`src/rtl/eth_mii_rx_frame.sv`:
```
// MII receive deframer: finds preamble/SFD, extracts the MAC header, streams payload
// with the FCS held back, and flags CRC/length/symbol errors on the final payload beat.
module eth_mii_rx_frame #(
   parameter int P_MIN_FRAME_BYTES = 64,
   parameter int P_MAX_FRAME_BYTES = 1518
) (
   input  logic        clk,
   input  logic        rst,
   input  logic [3:0]  i_mii_rxd,
   input  logic        i_mii_rx_dv,
   input  logic        i_mii_rx_er,
   output logic [47:0] o_dst_mac,
   output logic [47:0] o_src_mac,
   output logic [15:0] o_frame_type,
   output logic        o_hdr_valid,
   output logic [7:0]  o_data,
   output logic        o_valid,
   output logic        o_last,
   output logic        o_error,
   output logic        o_frame_drop
);

   localparam int CNT_W = $clog2(P_MAX_FRAME_BYTES + 2);
   localparam logic [CNT_W-1:0] L_HDR_LAST = CNT_W'(13);
   localparam logic [CNT_W-1:0] L_MIN      = CNT_W'(P_MIN_FRAME_BYTES);
   localparam logic [CNT_W-1:0] L_MAX      = CNT_W'(P_MAX_FRAME_BYTES);
   localparam logic [CNT_W-1:0] L_SAT      = CNT_W'(P_MAX_FRAME_BYTES + 1);
   localparam logic [31:0]      L_RESIDUE  = 32'hDEBB20E3;

   typedef enum logic [2:0] {
      S_IDLE,
      S_PREAMBLE,
      S_HEADER,
      S_PAYLOAD,
      S_DROP
   } state_t;

   state_t           r_state;
   state_t           w_next;
   logic             r_armed;
   logic             r_phase;
   logic [3:0]       r_low;
   logic [31:0]      r_crc;
   logic [CNT_W-1:0] r_byte_cnt;
   logic             r_err;
   logic [111:0]     r_hdr_sr;
   logic [7:0]       r_pay [0:4];
   logic [2:0]       r_pay_cnt;

   logic             w_in_frame;
   logic             w_byte_done;
   logic [7:0]       w_byte;
   logic [111:0]     w_hdr;
   logic             w_sfd;
   logic             w_eof;
   logic             w_hdr_done;
   logic             w_emit;
   logic             w_emit_last;
   logic             w_drop;
   logic             w_frame_err;

   // Reflected CRC-32, one byte, LSB first, no final inversion.
   function automatic logic [31:0] crc_byte(input logic [31:0] c, input logic [7:0] d);
      logic [31:0] x;
      x = c;
      for (int i = 0; i < 8; i++) begin
         x = (x[0] ^ d[i]) ? ((x >> 1) ^ 32'hEDB88320) : (x >> 1);
      end
      return x;
   endfunction

   assign w_in_frame  = (r_state == S_HEADER) || (r_state == S_PAYLOAD);
   assign w_byte      = {i_mii_rxd, r_low};
   assign w_hdr       = {r_hdr_sr[103:0], w_byte};
   assign w_frame_err = r_err || r_phase || (r_crc != L_RESIDUE) ||
                        (r_byte_cnt < L_MIN) || (r_byte_cnt > L_MAX);

   always_ff @(posedge clk) begin
      if (rst) r_state <= S_IDLE;
      else     r_state <= w_next;
   end

   always_comb begin
      w_next = r_state;
      case (r_state)
         S_IDLE: begin
            if (r_armed && i_mii_rx_dv)
               w_next = (i_mii_rxd == 4'h5) ? S_PREAMBLE : S_DROP;
         end
         S_PREAMBLE: begin
            if (!i_mii_rx_dv)              w_next = S_IDLE;
            else if (i_mii_rx_er)          w_next = S_DROP;
            else if (i_mii_rxd == 4'hD)    w_next = S_HEADER;
            else if (i_mii_rxd != 4'h5)    w_next = S_DROP;
         end
         S_HEADER: begin
            if (!i_mii_rx_dv)              w_next = S_IDLE;
            else if (w_hdr_done)           w_next = S_PAYLOAD;
         end
         S_PAYLOAD, S_DROP: begin
            if (!i_mii_rx_dv)              w_next = S_IDLE;
         end
         default: w_next = S_IDLE;
      endcase
   end

   always_comb begin
      w_byte_done = w_in_frame && i_mii_rx_dv && r_phase;
      w_sfd       = (r_state == S_PREAMBLE) && i_mii_rx_dv && !i_mii_rx_er &&
                    (i_mii_rxd == 4'hD);
      w_eof       = w_in_frame && !i_mii_rx_dv;
      w_hdr_done  = (r_state == S_HEADER) && w_byte_done && (r_byte_cnt == L_HDR_LAST);
      w_emit      = (r_state == S_PAYLOAD) && w_byte_done && (r_pay_cnt == 3'd5);
      w_emit_last = w_eof && (r_pay_cnt == 3'd5);
      w_drop      = (((r_state == S_PREAMBLE) || (r_state == S_DROP)) && !i_mii_rx_dv) ||
                    (w_eof && (r_pay_cnt != 3'd5));
   end

   // The last four post-header bytes are the FCS, so payload lags the wire by five bytes.
   always_ff @(posedge clk) begin
      if ((r_state == S_PAYLOAD) && w_byte_done) begin
         r_pay[0] <= w_byte;
         for (int i = 1; i < 5; i++) r_pay[i] <= r_pay[i-1];
      end
   end

   always_ff @(posedge clk) begin
      if (rst) begin
         r_armed      <= 1'b0;
         r_phase      <= 1'b0;
         r_low        <= 4'h0;
         r_crc        <= 32'hFFFFFFFF;
         r_byte_cnt   <= '0;
         r_err        <= 1'b0;
         r_hdr_sr     <= '0;
         r_pay_cnt    <= 3'd0;
         o_dst_mac    <= 48'h0;
         o_src_mac    <= 48'h0;
         o_frame_type <= 16'h0;
         o_hdr_valid  <= 1'b0;
         o_data       <= 8'h0;
         o_valid      <= 1'b0;
         o_last       <= 1'b0;
         o_error      <= 1'b0;
         o_frame_drop <= 1'b0;
      end else begin
         if (!i_mii_rx_dv) r_armed <= 1'b1;
         o_hdr_valid  <= 1'b0;
         o_valid      <= 1'b0;
         o_last       <= 1'b0;
         o_error      <= 1'b0;
         o_frame_drop <= w_drop;

         if (w_sfd) begin
            r_phase    <= 1'b0;
            r_byte_cnt <= '0;
            r_crc      <= 32'hFFFFFFFF;
            r_err      <= 1'b0;
            r_pay_cnt  <= 3'd0;
         end

         if (w_in_frame && i_mii_rx_dv) begin
            if (i_mii_rx_er) r_err <= 1'b1;
            if (!r_phase) begin
               r_low   <= i_mii_rxd;
               r_phase <= 1'b1;
            end else begin
               r_phase <= 1'b0;
               r_crc   <= crc_byte(r_crc, w_byte);
               if (r_byte_cnt != L_SAT) r_byte_cnt <= r_byte_cnt + 1'b1;
               if (r_state == S_HEADER) r_hdr_sr <= w_hdr;
               if ((r_state == S_PAYLOAD) && (r_pay_cnt != 3'd5))
                  r_pay_cnt <= r_pay_cnt + 3'd1;
            end
         end

         if (w_hdr_done) begin
            o_dst_mac    <= w_hdr[111:64];
            o_src_mac    <= w_hdr[63:16];
            o_frame_type <= w_hdr[15:0];
            o_hdr_valid  <= 1'b1;
         end

         if (w_emit || w_emit_last) begin
            o_data  <= r_pay[4];
            o_valid <= 1'b1;
         end
         if (w_emit_last) begin
            o_last  <= 1'b1;
            o_error <= w_frame_err;
         end
      end
   end

endmodule

```
`config.mk`:
```
export PLATFORM = sky130hd
export DESIGN_NAME = eth_mii_rx_frame
export DESIGN_NICKNAME = d
export VERILOG_FILES = /design/src/rtl/eth_mii_rx_frame.sv
export SDC_FILE = /design/constraint.sdc
export NUM_CORES = 1
export LEC_CHECK = 0
export CAP_MARGIN = 40
export CORE_MARGIN = 3
export CORE_UTILIZATION = 30
export CTS_CLUSTER_SIZE = 10
export DETAILED_ROUTE_END_ITERATION = 10
export PLACE_DENSITY_LB_ADDON = 0.25
export SLEW_MARGIN = 20
export SYNTH_ARGS = -nofsm -noshare
export SYNTH_HDL_FRONTEND = slang
export SYNTH_SLANG_ARGS = --single-unit
```
`constraint.sdc`:
```
create_clock -name clk -period 3.1 [get_ports clk]
set_input_delay 0.93 -clock clk [delete_from_list [all_inputs] [get_ports clk]]
set_output_delay 0.93 -clock clk [all_outputs]
set_load 0.1 [all_outputs]
```
Word-level counts from Yosys, hierarchy flattened:

Memory sizes are Yosys's and may differ from the RTL's. A register that Yosys moved wholly into a read port is not among the register bits.
Index checks and enable logic that the tools add are counted.
W data, S select, Z words.

* eq/ne operators: 16
* reductions and logical operators: 32
* multiplexer cells: 40
* bitwise logic cells: 18
* order comparisons: 2
* add/subtract/negate cells: 2

Operator list (number)
* $mux W32: 11
* $not A13 Y14: 8
* $mux W11: 4
* $mux W3: 13
* $ne A32 B32 Y1 const B: 1
* $logic_and A1 B1 Y1: 15
* $pmux W3 S4: 1
* $add A11 B1 Y11 const B: 1
* $eq A11 B4 Y1 const B: 1
* $gt A11 B11 Y1 const B: 1
* $lt A11 B7 Y1 const B: 1
* $mux W1: 11
* $ne A11 B11 Y1 const B: 1
* $logic_or A1 B1 Y1: 8
* $xor A1 B1 Y1: 8
* $eq A3 B2 Y1 const B: 2
* $eq A3 B3 Y1 const B: 2
* $ne A3 B3 Y1 const B: 2
* $ne A5 B5 Y1 const B: 1
* $eq A4 B3 Y1 const B: 1
* $eq A4 B4 Y1 const B: 1
* $ne A2 B2 Y1 const B: 2
* $ne A4 B3 Y1 const B: 1
* $reduce_and A4 Y1: 1
* other kinds (9): 12

* memory bits (writable): 40
* output and inout port bits: 125
* register bits: 277
* word-level logic and storage cells: 128
* input bits: 8
* memories: 1

Memories
* r_pay: words 5, width 8, rd ports 5, clocked after Yosys merged registers in 1, wr ports 5, line 47 `logic [7:0] r_pay [0:4];`

Longest topological paths before layout:

* depth after elaboration: 18
* gate-level depth with buffers: 9
* depth with buffers taken out: 7

Worst setup path before layout:

No wires, ideal clock.

* kind: input -> register
* start: input port i_mii_rx_dv
* end: register r_pay_cnt[2]
* required time: 2.968 ns
* buffers on the path: 0
* library setup time: 0.132 ns
* arrival time: 2.721 ns
* stages: 5
* path slack: 0.247 ns
* path through: and4b_1 > and2_1 > a21oi_1 > o21ai_0 > a21oi_1

* word-level cells in the longest chain between the ends: 7
* elaborated cells between the ends (all ways): 8
* those cells by class: mux (4); reduce/logical (4)

RTL lines
* from (decl): line 10 `input logic i_mii_rx_dv,`
* $logic_and A1 B1 Y1 (3 in series): line 109 `w_sfd = (r_state == S_PREAMBLE) && i_mii_rx_dv && !i_mii_rx_er &&`
* $mux W3: line 154 `if (w_sfd) begin`
* $mux W3: line 172 `if ((r_state == S_PAYLOAD) && (r_pay_cnt != 3'd5))`
* $mux W3: line 164 `if (!r_phase) begin`
* $mux W3 (*): line 162 `if (w_in_frame && i_mii_rx_dv) begin`
* to (signal assigned): line 173 `r_pay_cnt <= r_pay_cnt + 3'd1;`
* to (decl): line 48 `logic [2:0] r_pay_cnt;`

Every way passes the cells marked *; elsewhere a longest branch is shown, timed or not.
A chain may end at the register's enable or synchronous reset.

Worst setup path after layout:

* start: input port i_mii_rxd[0]
* end: register r_state[2]

* word-level cells in the longest chain between the ends: 5
* elaborated cells between the ends (all ways): 11
* those cells by class: eq/ne (4); mux (6); reduce/logical (1)

RTL lines
* from (decl): line 9 `input logic [3:0] i_mii_rxd,`
* $eq A4 B4 Y1: line 93 `else if (i_mii_rxd == 4'hD) w_next = S_HEADER;`
* $mux W3: line 93
* $mux W3: line 92 `else if (i_mii_rx_er) w_next = S_DROP;`
* $mux W3: line 91 `if (!i_mii_rx_dv) w_next = S_IDLE;`
* $pmux W3 S4: line 85 `case (r_state)`
* to (signal assigned): line 80 `else r_state <= w_next;`
* to (decl): line 38 `state_t r_state;`

Parallel ways exist; a longest one is shown, timed or not. The select of a mux whose other input is x is not followed.

==> qor.txt <==
status -> complete, no violations
Mapped Area -> 12080 µm²
Ant. Diodes -> 0
starting density of the core -> 30.82%
GRT Util Overall -> 14.96%
post-synth top area share -> 47.23%
number of fill cells -> 3951
TritonCTS buffer count -> 40
DR vias -> 9633
Die W -> 206.7 µm
cell chain of the critical path -> clkdlybuf4s50_1 > and4bb_2 > nor2_1 > a31oi_1 > or4_1 > o41ai_1
unrepaired setup endpoints after global routing -> false
fin. max-slew vios -> 0
row count -> 72
antenna violations before repair -> 0
I/O pin cnt -> 133
ANT nets after route -> 0
ys async rst share -> 0%
syn_area_per_cell -> 8.759 µm²
WL final -> 32710 µm
Area Growth Syn to Fin -> 24.97%
Root Driver -> clkbuf_16
Hold Crit Class -> reg -> reg
Buf/Inv on CP -> 1
period utilisation layout -> 81.39%
Peak VDD IR -> 0.0003308 V
fmax -> 396.3 MHz
Final Skew -> 0.02025 ns
post-place setup slack -> 0.09093 ns
largest net degree at the start of global routing -> 113
Finish-stage setup viols -> 0
Final min period -> 2.523 ns
max-cap violation count -> 0
top post-synthesis cells by area -> dfxtp_1, nand2_1, edfxtp_1, a21oi_1, xnor2_1
number of synthesized flops with an enable pin -> 40
Comb pwr share -> 2.7%
register area share after synthesis -> 57.18%
Slew HR -> 56.36%
commonest non-fill, non-tap cell in the layout -> nand2_1
predominant post-synthesis flop cell -> dfxtp_1
DRC violation count after routing -> 0
net switching power -> 0.001850 W
critical path's largest stage delay -> 0.73 ns
Clk pin slew, worst setup/hold paths -> 0.05 ns
post-synth top area cell -> dfxtp_1
post-CTS setup buffers -> 0
area of the multi-input gates -> 4822 µm²
global-route wire length before repair -> 50910 µm
CTS tree -> done
CTS resizes -> 0
Post-Place Cells -> 1986
clock buffer depth -> 3
static leakage power -> 5.274 nW
clock share of power -> 48.3%
PnR worst setup slack -> 0.5768 ns
WL/cell -> 16.01 µm
most frequent cells in the layout -> nand2_1, dfxtp_1, a21oi_1
Crit path arrival time -> 2.94 ns
# hold bufs at CTS -> 0
slowest library cell on the worst path -> clkdlybuf4s50_1
CTS Sinks -> 325
Netlist cell types -> 52
pwr/cell area -> 575.6 nW/µm²
Core Box Area -> 39190 µm²
crit path kind -> in -> reg
routability congestion estimate -> 0.8491
endpoints failing hold -> 0
Die H -> 206.7 µm
Synth Instances -> 1379
largest delay contributor family on the critical path -> simple AND/OR/NAND/NOR gates
CP required -> 3.52 ns
Slew @ Worst Pin -> 0.6500 ns
Reg power frac -> 49.0%
share of cells above drive strength 1 -> 15.61%
hpwl dp -> 20690 µm
YS warnings -> 0
DR pass1 iterations -> 5
clk_lat worst skew -> 0.55 ns
Reg area -> 6907 µm²
nature of the critical path endpoint -> flip-flop
CP Max Fanout -> 6
Finished Layout Cells -> 2043
flops & latches, synth -> 325
Mapped Nets -> 1391
grt total ovfl -> 0
Int Pwr -> 0.006840 W
PortBufs -> 132
Net Sw Frac -> 21.29%
nature of the critical path startpoint -> primary input
Die ar. -> 42710 µm²
setup TNS -> 0 ns
Avg Vias per Cell -> 4.715
Starting DRT DRC Count -> 563
final net count -> 1522
vias in the first global route -> 9260
H-tree level count -> 2
-- worst paths after layout --
| kind | from | endpoint | slack (ns) | cells after the start |
|---|---|---|---|---|
| max | i_mii_rxd[0] | r_state[2]$_SDFFE_PP0P_ | 0.58 | 6 |
| min | r_pay[0][5]$_DFFE_PN_ | r_pay[1][5]$_DFFE_PN_ | 0.41 | 0 |
| max reg2reg | r_low[0]$_SDFFE_PP0P_ | r_crc[18]$_SDFF_PP1_ | 0.80 | 6 |
| min reg2reg | r_pay[0][5]$_DFFE_PN_ | r_pay[1][5]$_DFFE_PN_ | 0.41 | 0 |
-- kinds of logic (layout without fill, tap and decap cells) --
group / Yosys count / in the layout / synth area share, %
adders and majority gates: 4 / 4 / 0.4144
and+or+nand+nor: 585 / 585 / 19.78
AOI/OAI and AO/OA: 281 / 281 / 12.27
buffers and inverters: 97 / 243 / 3.118
muxes: 12 / 12 / 1.025
xor gates and xnor gates: 75 / 75 / 6.205
DFF: 325 / 325 / 57.18
-- power groups by stage --
stage	Sequential [W]	Clock [W]	Combinational, W
after detailed placement	0.00435	0	0.000232
after CTS	0.00426	0.00435	0.000233
after floorplan	0.00435	0	0.000140
after global placement	0.00435	0	0.000226
after global routing	0.00426	0.00452	0.000249
final	0.00426	0.00420	0.000231
-- synthesized netlist by cell type (3+ instances only) --
library cell  count
nand4b_1          4
nand3b_1          4
buf_2            10
nor4_1            4
o22ai_1          17
nor2_1           59
nand3_1           8
nand2_1         455
nor3_1           19
edfxtp_1         40
mux2_2            3
o21ai_0           9
ha_1              4
xnor2_2           3
o211ai_1          3
and4_1            3
xor2_1           19
dfxtp_1         285
a21oi_1         236
nand4_1           9
xnor2_1          48
clkbuf_1         77
mux2i_1           9
inv_1             7
buf_1             3
nor2b_1           4
-- per-stage QoR --
step	hold slack, ns	area (µm²)	power [W]	util (%)
floorplan	0.4003	12080	0.004488	-
global placement	0.4023	13920	0.004574	35.53
detailed placement	0.4045	13950	0.004580	35.60
CTS	0.4095	15100	0.008843	38.52
global route	0.4217	15100	0.009021	38.52
finish	0.4097	15100	0.008690	38.52
-- layer usage --
| layer | vias to the layer above | global-route usage, % | part of all wire, % |
|---|---|---|---|
| met4 | 0 | 4.509 | 2.3 |
| met5 | - | 0 | 0 |
| li1 | 4821 | - | - |
| met1 | 4570 | 20.86 | 48 |
| met2 | 185 | 22.41 | 43 |
| met3 | 57 | 4.454 | 6.4 |
-- registers in the layout, indices dropped and copies added (netlist names), 4 cells and up --
| signal | cells |
|---|---|
| r_hdr_sr | 104 |
| o_dst_mac | 48 |
| o_src_mac | 48 |
| r_pay | 40 |
| r_crc | 32 |
| o_frame_type | 16 |
| r_byte_cnt | 11 |
| o_data | 8 |
| r_low | 4 |
-- cell type report --
type | count | share of cell area, %
Sequential cell | 325 | 45.75
Multi-Input combinational cell | 957 | 31.94
Timing Repair Buffer | 179 | 10.25
Clock buffer | 52 | 7.128
Tap cell | 518 | 4.293
Clock inverter | 5 | 0.4559
Inverter | 7 | 0.1741
Power figures use the tool's default switching activity.
